===== config.mk =====
export PLATFORM = sky130hd
export DESIGN_NAME = input_conditioner
export DESIGN_NICKNAME = d
export VERILOG_FILES = /design/src/rtl/input_conditioner_pkg.sv /design/src/rtl/input_conditioner_debounce_cell.sv /design/src/rtl/input_conditioner.sv
export SDC_FILE = /design/constraint.sdc
export NUM_CORES = 1
export LEC_CHECK = 0
export ABC_AREA = 1
export BUFFER_PORTS_ARGS = -buffer_cell sky130_fd_sc_hd__buf_4
export CAP_MARGIN = 20
export CORE_ASPECT_RATIO = 0.8
export CORE_MARGIN = 1
export CORE_UTILIZATION = 63
export DETAILED_ROUTE_END_ITERATION = 10
export GPL_TIMING_DRIVEN = 1
export PLACE_DENSITY = 0.8
export SYNTH_ARGS = -nofsm -noshare
export SYNTH_HDL_FRONTEND = slang
export SYNTH_SLANG_ARGS = --single-unit

===== constraint.sdc =====
create_clock -name clk -period 2.66 [get_ports clk]
set_clock_uncertainty 0.15 [all_clocks]
set_input_delay 0.399 -clock clk [delete_from_list [all_inputs] [get_ports clk]]
set_output_delay 0.399 -clock clk [all_outputs]
set_load 0.01 [all_outputs]

===== src/rtl/input_conditioner_pkg.sv =====
// ============================================================================
// Module      : input_conditioner_pkg
// Description : Shared constants, the selection classification type and its
//               helper function for the 4x4 grid game input front-end.
// Revision    : 1.0 - initial release
// ============================================================================
`default_nettype none

package input_conditioner_pkg;

  // Grid dimension: four row/column select switches.
  localparam int GRID_N        = 4;

  // Debounce lengths: 10 ms at 100 MHz on hardware, short for simulation.
  localparam int DB_CYCLES_HW  = 1_000_000;
  localparam int DB_CYCLES_SIM = 4;

  // nRow switch encoding.
  localparam logic MODE_ROW = 1'b0;
  localparam logic MODE_COL = 1'b1;

  // Classification of the debounced switch field.
  typedef enum logic [1:0] {
    SEL_NONE  = 2'd0,  // no switch up
    SEL_ONE   = 2'd1,  // exactly one switch up
    SEL_MULTI = 2'd2   // two or more switches up
  } sel_kind_e;

  function automatic sel_kind_e sel_class(input logic [GRID_N-1:0] sw);
    int ones;
    ones = 0;
    for (int i = 0; i < GRID_N; i++) begin
      ones += int'(sw[i]);
    end
    if (ones == 0) begin
      return SEL_NONE;
    end else if (ones == 1) begin
      return SEL_ONE;
    end
    return SEL_MULTI;
  endfunction

endpackage

`default_nettype wire


===== src/rtl/input_conditioner_debounce_cell.sv =====
// ============================================================================
// Module      : debounce_cell
// Description : Synchroniser chain followed by a stable-level debouncer for
//               one raw board input.
// Revision    : 1.0 - initial release
// ----------------------------------------------------------------------------
// Ports
//   clk       in  1  system clock
//   reset_n   in  1  asynchronous active-low reset
//   d_raw     in  1  raw, bouncy, asynchronous input
//   q_stable  out 1  debounced level (0 after reset)
// ============================================================================
`default_nettype none

module debounce_cell #(
  parameter  int DB_CYCLES   = 4,
  parameter  int SYNC_STAGES = 2,
  localparam int CNT_W       = $clog2(DB_CYCLES + 1)
) (
  input  logic clk,
  input  logic reset_n,
  input  logic d_raw,
  output logic q_stable
);

  logic [SYNC_STAGES-1:0] sync_q;
  logic [CNT_W-1:0]       count_q, count_d;
  logic                   stable_q, stable_d;
  logic                   w_sync;

  // Plain shift chain: nothing combinational between synchroniser stages.
  always_ff @(posedge clk or negedge reset_n) begin
    if (!reset_n) begin
      sync_q <= '0;
    end else begin
      sync_q <= {sync_q[SYNC_STAGES-2:0], d_raw};
    end
  end

  assign w_sync = sync_q[SYNC_STAGES-1];

  // The count only advances while the synchronised level differs from the
  // accepted one; any cycle back at the old level restarts it from zero.
  always_comb begin
    count_d  = '0;
    stable_d = stable_q;
    if (w_sync != stable_q) begin
      if (count_q == CNT_W'(DB_CYCLES - 1)) begin
        stable_d = w_sync;
      end else begin
        count_d = count_q + CNT_W'(1);
      end
    end
  end

  always_ff @(posedge clk or negedge reset_n) begin
    if (!reset_n) begin
      count_q  <= '0;
      stable_q <= 1'b0;
    end else begin
      count_q  <= count_d;
      stable_q <= stable_d;
    end
  end

  assign q_stable = stable_q;

endmodule

`default_nettype wire


===== src/rtl/input_conditioner.sv =====
// ============================================================================
// Module      : input_conditioner
// Description : Board-pin front-end for the 4x4 grid game. Debounces the fire
//               button, nRow switch and select switches, validates the
//               selection as one-hot and produces registered row/column
//               enables plus single-cycle fire / reject strobes.
// Revision    : 1.0 - initial release
// ----------------------------------------------------------------------------
// Ports
//   clk          in  1  system clock (100 MHz)
//   reset_n      in  1  asynchronous active-low reset
//   fire_raw     in  1  fire pushbutton, active-high, bouncy
//   nrow_raw     in  1  mode switch: 0 = row mode, 1 = column mode
//   sw_raw       in  4  row/column select switches
//   row_sel      out 4  one-hot row enable (0 in column mode)
//   col_sel      out 4  one-hot column enable (0 in row mode)
//   sel_valid    out 1  exactly one debounced switch up
//   error        out 1  two or more debounced switches up
//   fire_pulse   out 1  one-cycle strobe: accepted fire
//   fire_reject  out 1  one-cycle strobe: fire without a valid selection
// ============================================================================
`default_nettype none

module input_conditioner
  import input_conditioner_pkg::*;
#(
  parameter int DB_CYCLES   = DB_CYCLES_HW,
  parameter int SYNC_STAGES = 2
) (
  input  logic              clk,
  input  logic              reset_n,
  input  logic              fire_raw,
  input  logic              nrow_raw,
  input  logic [GRID_N-1:0] sw_raw,
  output logic [GRID_N-1:0] row_sel,
  output logic [GRID_N-1:0] col_sel,
  output logic              sel_valid,
  output logic              error,
  output logic              fire_pulse,
  output logic              fire_reject
);

  localparam int N_IN = GRID_N + 2;

  logic [N_IN-1:0]   w_raw;
  logic [N_IN-1:0]   w_db;
  logic [GRID_N-1:0] w_sw_db;
  logic              w_nrow_db;
  logic              w_fire_db;
  logic              w_rise;
  sel_kind_e         w_kind;

  logic [GRID_N-1:0] row_sel_q, row_sel_d;
  logic [GRID_N-1:0] col_sel_q, col_sel_d;
  logic              sel_valid_q, sel_valid_d;
  logic              error_q, error_d;
  logic              fire_db_q;
  logic              fire_pulse_q, fire_pulse_d;
  logic              fire_reject_q, fire_reject_d;

  // Bit layout: [GRID_N+1] fire, [GRID_N] nRow, [GRID_N-1:0] switches.
  assign w_raw = {fire_raw, nrow_raw, sw_raw};

  generate
    for (genvar i = 0; i < N_IN; i++) begin : g_db
      debounce_cell #(
        .DB_CYCLES  (DB_CYCLES),
        .SYNC_STAGES(SYNC_STAGES)
      ) u_db (
        .clk     (clk),
        .reset_n (reset_n),
        .d_raw   (w_raw[i]),
        .q_stable(w_db[i])
      );
    end
  endgenerate

  assign w_sw_db   = w_db[GRID_N-1:0];
  assign w_nrow_db = w_db[GRID_N];
  assign w_fire_db = w_db[GRID_N+1];
  assign w_kind    = sel_class(w_sw_db);

  // Selection update. On a multi-switch error the enables keep their last
  // legal value, so row_sel|col_sel can never become non-one-hot.
  always_comb begin
    row_sel_d   = row_sel_q;
    col_sel_d   = col_sel_q;
    sel_valid_d = 1'b0;
    error_d     = 1'b0;
    case (w_kind)
      SEL_ONE: begin
        sel_valid_d = 1'b1;
        row_sel_d   = (w_nrow_db == MODE_ROW) ? w_sw_db : '0;
        col_sel_d   = (w_nrow_db == MODE_COL) ? w_sw_db : '0;
      end
      SEL_MULTI: begin
        error_d = 1'b1;
      end
      default: begin
        row_sel_d = '0;
        col_sel_d = '0;
      end
    endcase
  end

  // Gating uses the registered sel_valid, i.e. the value before any
  // selection update happening on the same edge.
  assign w_rise        = w_fire_db & ~fire_db_q;
  assign fire_pulse_d  = w_rise &  sel_valid_q;
  assign fire_reject_d = w_rise & ~sel_valid_q;

  always_ff @(posedge clk or negedge reset_n) begin
    if (!reset_n) begin
      row_sel_q     <= '0;
      col_sel_q     <= '0;
      sel_valid_q   <= 1'b0;
      error_q       <= 1'b0;
      fire_db_q     <= 1'b0;
      fire_pulse_q  <= 1'b0;
      fire_reject_q <= 1'b0;
    end else begin
      row_sel_q     <= row_sel_d;
      col_sel_q     <= col_sel_d;
      sel_valid_q   <= sel_valid_d;
      error_q       <= error_d;
      fire_db_q     <= w_fire_db;
      fire_pulse_q  <= fire_pulse_d;
      fire_reject_q <= fire_reject_d;
    end
  end

  assign row_sel     = row_sel_q;
  assign col_sel     = col_sel_q;
  assign sel_valid   = sel_valid_q;
  assign error       = error_q;
  assign fire_pulse  = fire_pulse_q;
  assign fire_reject = fire_reject_q;

endmodule

`default_nettype wire


* Word-level counts from Yosys, hierarchy flattened
Index checks and enable logic that the tools add are counted.
Storage, ports and cells: word-level logic and storage cells 84, bits of input ports 8, output and inout bits 12, flip-flop bits (word level) 151
Cells by class: equal/unequal tests 15, multiplexer cells 23, add/subtract/negate cells 9, bitwise operators 5, reduce and logical (&&, ||, !) cells 7
Operators by type and width (count):
- 2-to-1 mux 20 bit | 12
- adder 20 x 1 -> 20 bit, second input constant | 6
- equality test 20 bit, second input constant | 6
- zero test 32 bit | 1
- case mux 4 bit (2 select lines) | 2
- AND reduction 2 bit | 6
- 2-to-1 mux 4 bit | 2
- 2-to-1 mux 2 bit | 3
- inequality test 1 bit | 6
- adder 3 x 1 -> 4 bit | 1
- equality test 4 x 1 -> 1 bit, second input constant | 1
- 2-to-1 mux 1 bit | 4
- adder 2 x 1 -> 3 bit | 1
- AND 1 bit | 3
- adder 1 x 1 -> 2 bit | 1
- equality test 2 x 1 -> 1 bit, second input constant | 1
- equality test 2 bit, second input constant | 1
- inverter 1 bit | 2

* Depth between registers and ports, before layout
depth after elaboration 9, gate-level depth with buffers 11, mapped depth without buffers 11

* Hierarchy
From an unflattened synthesis, not the netlist that was laid out.
Second synthesis, totals: cell total of the unflattened synthesis 1033, area, all modules 8316.7 um^2
By module, submodules not included:
- debounce_cell | cells each 161, seq. area each 575.6 um^2, area an instance 1287.5 um^2, instances 6
- input_conditioner | cells each 67, seq. area each 325.3 um^2, area an instance 591.8 um^2, instances 1

* Least setup slack after synthesis
Ideal clock, no wire load.
path type register to register, start register g_db[0].u_db.stable_q, end register row_sel_q[2] (netlist: row_sel[2]), clock period less this slack 2245 ps, setup time 83 ps, stages on the path, launching flop included 10, buffers on the path 0, required time 2427 ps, data arrival time 2012 ps, slack 415 ps, path through dfrtp_1 inv_1 fa_1 inv_1 ha_1 ha_1 inv_1 nand3_1 or2_2 o21ai_0
On the way: longest elaborated chain between the ends 9, elaborated cells between the ends (all ways) 12, classes of those cells add/sub (3); eq/ne (3); mux (5); reduce/logical (1)
RTL lines:
- from (decl) | RTL line input_conditioner_debounce_cell.sv:28 | logic stable_q, stable_d;
- from (signal assigned) | RTL line input_conditioner_debounce_cell.sv:62 | stable_q <= stable_d;
- adder 1 x 1 -> 2 bit (*) | RTL line input_conditioner_pkg.sv:33 | ones += int'(sw[i]);
- adder 2 x 1 -> 3 bit (*) | RTL line input_conditioner_pkg.sv:33
- adder 3 x 1 -> 4 bit (*) | RTL line input_conditioner_pkg.sv:33
- equality test 4 x 1 -> 1 bit | RTL line input_conditioner_pkg.sv:37 | end else if (ones == 1) begin
- 2-to-1 mux 1 bit | RTL line input_conditioner_pkg.sv:37
- 2-to-1 mux 1 bit | RTL line input_conditioner_pkg.sv:35 | if (ones == 0) begin
- 2-to-1 mux 2 bit (*) | RTL line input_conditioner_pkg.sv:40 | return SEL_MULTI;
- equality test 2 bit or equality test 2 x 1 -> 1 bit (tied branches) | RTL line input_conditioner.sv:90 | case (w_kind)
- case mux 4 bit (2 select lines) | RTL line input_conditioner.sv:90
- to (signal assigned) | RTL line input_conditioner.sv:122 | row_sel_q <= row_sel_d;
- to (decl) | RTL line input_conditioner.sv:53 | logic [GRID_N-1:0] row_sel_q, row_sel_d;
Mark *: on every way between the ends. The rest lies on a longest branch, timed or not. A chain may end at the register's enable or synchronous reset.

* Worst setup path after layout
start register g_db[1].u_db.stable_q, end register col_sel_q[2] (netlist: col_sel[2])
On the way: longest elaborated chain between the ends 9, elaborated cells between the ends (all ways) 12, classes of those cells add/sub (3); eq/ne (3); mux (5); reduce/logical (1)
RTL lines:
- from (decl) | RTL line input_conditioner_debounce_cell.sv:28
- from (signal assigned) | RTL line input_conditioner_debounce_cell.sv:62
- adder 1 x 1 -> 2 bit (*) | RTL line input_conditioner_pkg.sv:33
- adder 2 x 1 -> 3 bit (*) | RTL line input_conditioner_pkg.sv:33
- adder 3 x 1 -> 4 bit (*) | RTL line input_conditioner_pkg.sv:33
- equality test 4 x 1 -> 1 bit | RTL line input_conditioner_pkg.sv:37
- 2-to-1 mux 1 bit | RTL line input_conditioner_pkg.sv:37
- 2-to-1 mux 1 bit | RTL line input_conditioner_pkg.sv:35
- 2-to-1 mux 2 bit (*) | RTL line input_conditioner_pkg.sv:40
- equality test 2 bit or equality test 2 x 1 -> 1 bit (tied branches) | RTL line input_conditioner.sv:90
- case mux 4 bit (2 select lines) | RTL line input_conditioner.sv:90
- to (signal assigned) | RTL line input_conditioner.sv:123 | col_sel_q <= col_sel_d;
- to (decl) | RTL line input_conditioner.sv:54 | logic [GRID_N-1:0] col_sel_q, col_sel_d;
Marked as above.

==> flow_summary.yaml <==
clock_network:
  htreeDepth: 4
  clk_latency_ns: 0.43
  cts_tree: "done"
  cts.sinks: 151
  cts_buffer_depth: 2
  clockRootBuffer: "clkbuf_16"
  cts_inserted_buffers: 17
  clk_pin_slew_ns: 0.06
detailed_routing:
  first_pass_iters: 5
  ant_nets: 0
  vias: 6489
  avgViaCountPerCell: 5.41
  drc: 0
  wl_per_cell_um: 13.8
  drt_wl_total_um: 16600
  first_iter_violations: 572
synthesis:
  synth_mux_area_share_pct: 0
  yosys-top-cells-area: "dfrtp_1 (48%), nor2_1 (13%), nand2_1 (8.0%)"
  yosys.area.top_type: "dfrtp_1"
  synth_top_family_by_area: "simple AND/OR/NAND/NOR gates"
  synth_edf_count: 0
  ys_async_sr_fraction_pct: 100
  yosysSeqAreaShare_pct: 48.4
  yosys.area_share.simple_pct: 34.7
  synth_compound_area_share_pct: 2.56
  syn_area_um2: 7810
  synth_most_common_cell: "nor2_1"
  synth_commonest_cells: "nor2_1 (267), nand2_1 (166), dfrtp_1 (151)"
  synth_top_area_share_pct: 48.4
  ys.flop_type: "dfrtp_1"
  yosys.area_share.adder_pct: 1.54
  ys_warn_count: 0
  syn_inst: 992
  synth.distinct_cells: 31
  synth_seq_cells: 151
  synthXorXnorAreaFrac_pct: 7.66
  synth_nets: 1009
  postSynthAreaPerCell_um2: 7.87
sta:
  finalCriticalPeriod_ns: 2.45
  tns_ns: 0
  hold_viol: 0
  fin_hold_ws_ns: 0.200
  timing.fmax_ghz: 0.408
  maxSlewHeadroom_pct: 51.2
  slew_viol_final: 0
  period_share_pct: 92.2
  tightest_slew_ns: 0.733
  rsz0062_at_grt: "no"
  setup_violations: 0
placed_design:
  io_buffers: 19
  placed_area_um2: 8180
  gp_congestion: 0.956
  post-dp-hpwl_um: 11500
floorplan:
  io_pins: 20
  die_area_um2: 12900
  die_h_um: 102
  rows: 35
  core_area_um2: 11800
  initial_core_util_pct: 66.3
  die_w_um: 126
cells_and_area:
  syn2layout_area_growth_pct: 13.3
  antenna-diode-count: 0
  drive_above_1_share_pct: 9.60
  finalNetCount: 1056
  finalInstanceArea_um2: 8850
global_route:
  antenna_found_initial: 0
  grt_pass1_wl_um: 28400
  overflow: 0
  first_global_vias: 6107
  grt_start_max_net_pins: 82
  track_usage_pct: 28.5
worst_setup_path:
  critPathBufInv: 4
  path_delay_family: "adder cells"
  crit-reg2reg-launch: "g_db[1].u_db.q_stable$_DFFE_PN0P_"
  r2r_setup_slack_ns: 0.21
  crit_path_end_kind: "flop"
  crit_path_start_kind: "flop"
  cp_slowest_cell: "fa_1"
  r2r-end: "col_sel[2]$_DFFE_PN0P_"
  ff2ff_path_depth: 11
  worstPathCellList: "inv_1, fa_1, inv_1, ha_1, ha_1, inv_1, nand3_1, nand2_1, clkinvlp_4, nand2_1, o21ai_0"
  worst-path-stages: 11
  crit_fanout: 9
  worstSetupStartpoint: "g_db[1].u_db.q_stable$_DFFE_PN0P_"
  endpoint: "col_sel[2]$_DFFE_PN0P_"
  cp_common_cell: "inv_1"
  cpPeakStageDelay_ns: 0.51
  path_class: "reg -> reg"
  cp.arrival_ns: 2.60
  worstPathRequired_ns: 2.81
hold_path:
  hold_path.class: "reg -> reg"
power:
  pwr-share-comb_pct: 3.2
  leakage_nw: 3.87
  seqPwrFrac_pct: 47.9
  power_density_nw_per_um2: 555
  switchingPower_w: 0.00109
  p_clk_share_pct: 48.9
  vdd_drop_max_v: 0.000471
  p_int_w: 0.00382
  finalPower_w: 0.00491
  p_sw_share_pct: 22.3
job:
  maxCapViolations: 0
run_status:
  outcome: "finished clean"
[how the worst min path moves through the flow]
| stage | cells after the start | slack, ns | from | endpoint |
|---|---|---|---|---|
| after floorplan | 0 | -0.05 | reset_n | col_sel[0]$_DFFE_PN0P_ |
| after global placement | 0 | 0.18 | g_db[1].u_db.sync_q[0]$_DFF_PN0_ | g_db[1].u_db.sync_q[1]$_DFF_PN0_ |
| after detailed placement | 0 | 0.19 | g_db[5].u_db.sync_q[0]$_DFF_PN0_ | g_db[5].u_db.sync_q[1]$_DFF_PN0_ |
| after CTS | 0 | 0.20 | g_db[5].u_db.sync_q[0]$_DFF_PN0_ | g_db[5].u_db.sync_q[1]$_DFF_PN0_ |
| after global routing | 0 | 0.20 | g_db[5].u_db.sync_q[0]$_DFF_PN0_ | g_db[5].u_db.sync_q[1]$_DFF_PN0_ |
| final | 0 | 0.20 | g_db[5].u_db.sync_q[0]$_DFF_PN0_ | g_db[5].u_db.sync_q[1]$_DFF_PN0_ |
[logic make-up after synthesis]
family | after synthesis
simple gates | 622
flops | 151
buf+inv | 106
xor+xnor | 64
compound gates | 40
fa+ha+maj | 9
[sequential cells by signal, summed over array words and instances, names as in the netlist, 4 cells and up]
| register | cells |
|---|---|
| col_sel | 4 |
| g_db.u_db.q_stable | 6 |
| g_db.u_db.count_q | 120 |
| g_db.u_db.sync_q | 12 |
| row_sel | 4 |
[timing repair]
| item | in CTS | in global routing |
|---|---|---|
| buffers inserted | 0 | 0 |
| hold endpoints to repair | 83 | 0 |
| resized for setup | 0 | 1 |
| setup endpoints to repair | 0 | 2 |
| hold buffers | 7 | 0 |
[final cells by class]
| class | count | area, um^2 |
|---|---|---|
| Timing Repair Buffer | 30 | 259 |
| Tap cell | 148 | 185 |
| Fill cell | 885 | 2930 |
| Clock buffer | 19 | 453 |
| Inverter | 104 | 394 |
| Multi-Input combinational cell | 735 | 3630 |
| Sequential cell | 151 | 3780 |
| Clock inverter | 13 | 145 |
[placed cells by master (no fill, tap or decap), types with 4 or more instances in the layout]
cell and count:
nand4_1 10, nor2_1 267, inv_1 101, clkinvlp_4 4, dlygate4sd3_1 7, clkbuf_16 17
nor3b_1 6, nand3_1 117, dfrtp_1 151, nor3_1 13, nand3_2 6, clkinv_4 4
a21oi_1 19, xor2_1 38, nand2_2 13, buf_4 21, nand2_1 166, nor2_2 10
xnor2_2 4, xnor2_1 21, o21ai_0 21, nor2_4 5, ha_1 8
[per-stage QoR]
stage,cells,util (%),worst slack (ns)
floorplan,992,-,0.415
global placement,1161,69.4,0.278
detailed placement,1161,69.4,0.184
CTS,1200,75.1,0.157
global route,1200,75.1,0.0323
finish,1200,75.1,0.208
[per-layer routing]
metal	global-route usage, %	part of all wire, %
met1	41.1	49
met2	43.0	44
met3	6.18	5.8
met4	9.64	1.4
met5	0	0
[power by group through the flow]
stage | clock network, W | registers (W) | logic [W]
after floorplan | 0 | 0.00239 | 0.0000726
after global placement | 0 | 0.00239 | 0.000149
after detailed placement | 0 | 0.00239 | 0.000153
after CTS | 0.00245 | 0.00235 | 0.000163
after global routing | 0.00254 | 0.00235 | 0.000187
final | 0.00240 | 0.00235 | 0.000159
(Power assumes the default switching activity.)
